File: config.mk
export PLATFORM = sky130hd
export DESIGN_NAME = alu_op_sequencer
export DESIGN_NICKNAME = d
export VERILOG_FILES = /design/src/rtl/alu_op_sequencer.sv
export SDC_FILE = /design/constraint.sdc
export NUM_CORES = 1
export LEC_CHECK = 0
export CAP_MARGIN = 20
export CELL_PAD_IN_SITES_DETAIL_PLACEMENT = 1
export CELL_PAD_IN_SITES_GLOBAL_PLACEMENT = 2
export CORE_MARGIN = 2
export CORE_UTILIZATION = 23
export DETAILED_ROUTE_END_ITERATION = 16
export PLACE_DENSITY_LB_ADDON = 0.1
export SYNTH_ARGS = -nofsm -noshare
export SYNTH_HDL_FRONTEND = slang
export SYNTH_SLANG_ARGS = --single-unit
File: constraint.sdc
create_clock -name clk -period 3.77 [get_ports clk]
set_input_delay 0.377 -clock clk [delete_from_list [all_inputs] [get_ports clk]]
set_output_delay 0.377 -clock clk [all_outputs]
set_load 0.05 [all_outputs]
File: src/rtl/alu_op_sequencer.sv
// Clocked, handshaked driver for a combinational single-cycle ALU.
// It issues one operation, waits SETTLE cycles, then returns R/Overflow/Zero with the caller's tag.
// Optional macro ALU_OVF_STICKY_EN adds the ovf_clr/ovf_sticky overflow flag.
module alu_op_sequencer #(
  parameter int WIDTH  = 32,
  parameter int CTR_W  = 3,
  parameter int TAG_W  = 4,
  parameter int SETTLE = 1
) (
  input  logic             clk,
  input  logic             rst,
  input  logic             req_valid,
  output logic             req_ready,
  input  logic [WIDTH-1:0] req_x,
  input  logic [WIDTH-1:0] req_y,
  input  logic [CTR_W-1:0] req_ctr,
  input  logic [TAG_W-1:0] req_tag,
  output logic [WIDTH-1:0] alu_x,
  output logic [WIDTH-1:0] alu_y,
  output logic [CTR_W-1:0] alu_ctr,
  input  logic [WIDTH-1:0] alu_r,
  input  logic             alu_overflow,
  input  logic             alu_zero,
  output logic             rsp_valid,
  input  logic             rsp_ready,
  output logic [WIDTH-1:0] rsp_r,
  output logic             rsp_overflow,
  output logic             rsp_zero,
  output logic [TAG_W-1:0] rsp_tag,
  output logic             busy,
  output logic [15:0]      op_count
`ifdef ALU_OVF_STICKY_EN
  ,
  input  logic             ovf_clr,
  output logic             ovf_sticky
`endif
);

  generate
    if (SETTLE < 1 || SETTLE > 15) begin : g_bad_settle
      $error("alu_op_sequencer: SETTLE must be in 1..15");
    end
  endgenerate

  localparam logic [1:0] IDLE  = 2'd0;
  localparam logic [1:0] DRIVE = 2'd1;
  localparam logic [1:0] RESP  = 2'd2;

  typedef struct packed {
    logic [WIDTH-1:0] r;
    logic             ovf;
    logic             zero;
    logic [TAG_W-1:0] tag;
  } rsp_t;

  logic [1:0]       state;
  logic [3:0]       cnt;
  logic [TAG_W-1:0] tag_q;
  rsp_t             rsp_q;
  logic             capture;

  // Handshake readiness comes from state alone so req_ready never depends on req_valid.
  assign req_ready = (state == IDLE);
  assign busy      = (state != IDLE);
  assign capture   = (state == DRIVE) && (cnt == 4'd0);

  assign rsp_r        = rsp_q.r;
  assign rsp_overflow = rsp_q.ovf;
  assign rsp_zero     = rsp_q.zero;
  assign rsp_tag      = rsp_q.tag;

  always_ff @(posedge clk) begin
    if (rst) begin
      state     <= IDLE;
      cnt       <= 4'd0;
      tag_q     <= '0;
      alu_x     <= '0;
      alu_y     <= '0;
      alu_ctr   <= '0;
      rsp_q     <= '0;
      rsp_valid <= 1'b0;
      op_count  <= 16'd0;
    end else begin
      case (state)
        IDLE: begin
          if (req_valid) begin
            alu_x   <= req_x;
            alu_y   <= req_y;
            alu_ctr <= req_ctr;
            tag_q   <= req_tag;
            cnt     <= 4'(SETTLE - 1);
            state   <= DRIVE;
          end
        end
        DRIVE: begin
          if (cnt == 4'd0) begin
            rsp_q     <= '{r: alu_r, ovf: alu_overflow, zero: alu_zero, tag: tag_q};
            rsp_valid <= 1'b1;
            state     <= RESP;
          end else begin
            cnt <= cnt - 4'd1;
          end
        end
        RESP: begin
          // A request is deliberately not taken here, even while the response retires.
          if (rsp_ready) begin
            rsp_valid <= 1'b0;
            op_count  <= op_count + 16'd1;
            state     <= IDLE;
          end
        end
        default: state <= IDLE;
      endcase
    end
  end

`ifdef ALU_OVF_STICKY_EN
  // A capture with overflow wins over a coincident clear.
  always_ff @(posedge clk) begin
    if (rst)                         ovf_sticky <= 1'b0;
    else if (capture && alu_overflow) ovf_sticky <= 1'b1;
    else if (ovf_clr)                ovf_sticky <= 1'b0;
  end
`endif

endmodule

* Word level (Yosys, flattened, before mapping)
Cells that the tools add are included.
** Storage, ports and cells
- Input port bits :: 109
- RAM bits :: 0
- Memories :: 0
- Register bits after elaboration :: 132
- Bits in latches :: 0
- Logic and storage cells :: 41
- Bits in read-only memories :: 0
** Cells by class
- Shifts and indexed selects :: 0
- Reduce and logical (&&, ||, !) cells :: 11
- Add/sub/neg operators :: 2
- Equal/unequal tests :: 6
- Divide/modulo/power cells :: 0
- Magnitude comparators :: 0
- Mux-type cells :: 10
- Bitwise logic cells :: 0
- $mul :: 0
** Operator list (number)
- 16-bit by 1-bit adder with 16-bit output (second input constant) :: 1
- 3-bit AND reduction :: 3
- 4-bit two-way mux :: 2
- 4-bit case mux with 2 select lines :: 1
- 2-bit two-way mux :: 3
- 2-bit != test (second input constant) :: 3
- 2-bit case mux with 3 select lines :: 1
- 2-bit AND reduction :: 3
- 2-bit nonzero test :: 3
- 4-bit logical NOT :: 1
- 4-bit by 1-bit subtractor with 4-bit output (second input constant) :: 1
- 2-bit by 1-bit equality test with 1-bit output (second input constant) :: 1
- 2-bit equality test (second input constant) :: 1
- 2-bit logical NOT :: 1
- 1-bit two-way mux :: 2
- 2-bit by 1-bit != test with 1-bit output (second input constant) :: 1
- 1-bit case mux with 2 select lines :: 1

* Logic depth before layout (Yosys ltp)
- Word-level depth :: 3
- Gate-level depth with buffers :: 8
- Depth with buffers taken out :: 6

* Least setup slack after synthesis
OpenSTA, ideal clock, no wires.
- Path kind :: reg-to-reg
- Start :: reg state[1]
- End :: reg alu_y[11]
- Setup slack :: 1.581 ns
- Data required time :: 3.699 ns
- Cell stages (with the launch flop) :: 8
- Arrival :: 2.118 ns
- Period minus slack after synthesis :: 2.189 ns
- Cell sequence :: dfxtp_1 > clkbuf_1 > nor2_1 > and2_1 > clkbuf_1 > clkbuf_1 > nand2_1 > a21oi_1
** On the way
- Cells in the longest elaborated chain, start to end :: 2
** Ends and longest elaborated chain
- from (decl) :: RTL line 56 : logic [1:0] state;
- from (signal assigned) :: RTL line 74 : state <= IDLE;
- from (signal assigned) :: RTL line 92 : state <= DRIVE;
- from (signal assigned) :: RTL line 99 : state <= RESP;
- 2-bit logical NOT
- net req_ready :: RTL line 13 : output logic req_ready,
- 2-bit AND reduction (no source line)
- to (signal assigned) :: RTL line 88 : alu_y <= req_y;
- to (decl) :: RTL line 19 : output logic [WIDTH-1:0] alu_y,
The timed path passes the listed nets, and every way through them passes these cells.
A chain may end at the register's enable or synchronous reset.

* Final worst setup path
- Start :: reg state[1]
- End :: out busy
** On the way
- Cells in the longest elaborated chain, start to end :: 1
** Ends and longest elaborated chain
- 2-bit nonzero test :: RTL line 64 : assign busy = (state != IDLE);
- to (decl) :: RTL line 30 : output logic busy,
Every way passes these cells.

==> impl_metrics.json <==
{
  "status": "finished, final reports clean",
  "antenna_found_initial": 0,
  "dr.pass1.iters": 4,
  "dp.cells": 1068,
  "worst_slack_ns": 1.40,
  "rows": 52,
  "place_ws_ns": 1.36,
  "ioPinCount": 233,
  "num_vias": 4789,
  "area_growth_pct": 65.5,
  "slew_headroom_pct": 41.8,
  "skew_ns": 0.00774,
  "worst_pin_slew_ns": 0.873,
  "grt_util_all_layers_pct": 15.4,
  "cts-buffers-inserted": 17,
  "core_sq_um": 20400,
  "final_cell_mix": "clkdlybuf4s50_1 (231), nand2_1 (224), dfxtp_1 (132), a21oi_1 (120)",
  "rsz0062_at_grt": "no",
  "synth_edf_count": 0,
  "maxCapViolations": 0,
  "cp.required_ns": 3.39,
  "fillers": 2376,
  "via_per_inst": 4.36,
  "synth_warnings": 0,
  "die_h_um": 148,
  "end_kind": "output pin",
  "powerDensity_nw_per_um2": 682,
  "holdWs_ns": 0.451,
  "start_kind": "register",
  "drc": 0,
  "synth_seq_cells": 132,
  "synthCells": 602,
  "dpl.hpwl_mm": 11.7,
  "async_flop_share_pct": 0,
  "fin_setup_tns_ns": 0,
  "cp_max_fo": 11,
  "ant_nets": 0,
  "start_util_pct": 23.5,
  "synth_top_flop_cell": "dfxtp_1",
  "drive_above_1_share_pct": 5.31,
  "cts_tree": "done",
  "fmax_mhz": 423,
  "layout_commonest_cell": "clkdlybuf4s50_1",
  "finalNonFillerCells": 1099,
  "syn-cell-area_sq_um": 4790,
  "yosys.cell_types.count": 33,
  "post-route-period-util_pct": 62.8,
  "hold_viol": 0,
  "ys_seq_area_share_pct": 55.2,
  "grt_max_degree": 77,
  "cts_root_buf": "clkbuf_16",
  "htree_levels": 4,
  "finalSetupViolations": 0,
  "postCtsHoldBufs": 0,
  "wl_per_cell_um": 15.2,
  "crit_arrival_ns": 1.99,
  "synth_nets": 714,
  "clk_pin_slew_ns": 0.05,
  "insertion_delay_ns": 0.41,
  "critPathKind": "register to output pin",
  "die_w_um": 148,
  "grt-ovfl-total": 0,
  "power_leakage_nw": 2.84,
  "ctsLongestPathBuffers": 2,
  "num-nets-final": 929,
  "slew_viol_final": 0,
  "ir_drop_uv": 273,
  "antenna_cells": 0,
  "initialDrtViolationCount": 121,
  "grt_pass1_vias": 5108,
  "min_path_type": "register to register",
  "avgSynthCellArea_sq_um": 7.96,
  "dieArea_sq_um": 22000,
  "post_cts_buffers": 0,
  "clock_sinks": 132,
  "grt_pass1_wl_mm": 26.7,
  "wl_mm": 16.7,
  "gp_congestion": 0.683,
  "cts_resized": 0,
  "period_needed_ns": 2.37,
  "portBuffers": 232
}
## per-stage QoR
stage	total power [mW]	util, %	area (sq um)
after global placement	3.76	36.0	7340
after floorplan	3.08	-	4790
after global routing	5.73	38.9	7930
after detailed placement	3.81	36.0	7340
after CTS	5.52	38.9	7930
final	5.41	38.9	7930
## worst paths after layout
kind,end,slack (ns),cells after the start,startpoint
worst min register to register,alu_x[9]$_SDFFE_PP0P_,0.45,2,alu_x[9]$_SDFFE_PP0P_
worst max-delay path,busy,1.40,3,state[1]$_SDFFE_PP0P_
worst min-delay path,alu_x[9]$_SDFFE_PP0P_,0.45,2,alu_x[9]$_SDFFE_PP0P_
worst max register to register,alu_x[6]$_SDFFE_PP0P_,1.66,5,state[1]$_SDFFE_PP0P_
## state kept, by name (all words and copies together) (netlist names), 3 cells and up
name      cells
alu_y        32
alu_x        32
rsp_tag       4
op_count     16
alu_ctr       3
tag_q         4
cnt           4
rsp_r        32
## synth_stat cells, types with 3 or more instances
master	number	area, sq um
nor2_1	18	67.6
ha_1	3	37.5
nand3_1	6	30.0
nand4_1	3	18.8
or4_1	3	22.5
nor3_1	4	20.0
nand2_1	224	841
clkbuf_1	41	154
dfxtp_1	132	2640
a21oi_1	120	601
xor2_1	6	52.6
inv_1	7	26.3
or3_1	4	25.0
o21ai_0	4	20.0
xnor2_1	4	35.0
o31ai_1	3	22.5
## where the power goes
| part | internal, mW | switching [mW] |
|---|---|---|
| Sequential | 1.62 | 0.138 |
| Combinational | 0.653 | 1.33 |
| Clock | 1.07 | 0.595 |
| Total | 3.34 | 2.06 |
## layer usage
metal  up-vias  global-route usage (%)  share of wire [%]
met2       133                    26.6                 49
met3        18                    7.12                8.9
met1      2251                    16.8                 40
met4         0                    4.90                1.4
li1       2387                       -                  -
met5         -                       0                  0
## logic make-up after synthesis
family / synth area share [%]
simple gates: 24.1
flops: 55.2
compound gates: 13.6
buf+inv: 3.87
xor+xnor: 1.83
mux: 0.653
fa+ha+maj: 0.784
## critical path, stage by stage, from the launching register on
cell	delay, ns
dfxtp_1	0.55
nor2_1	0.16
inv_1	0.08
clkdlybuf4s50_1	0.79
## layout make-up
type                       instances  area, sq um  share of cell area, %
sequential                       132         2640                   33.3
timing repair buffer             238         2360                   29.8
multi-input combinational        421         1970                   24.8
clock buffer                      21          460                   5.81
tap                              270          338                   4.26
clock inverter                    10          131                   1.66
inverter                           7         26.3                  0.331
No activity file was read; power rests on OpenSTA's default activity.
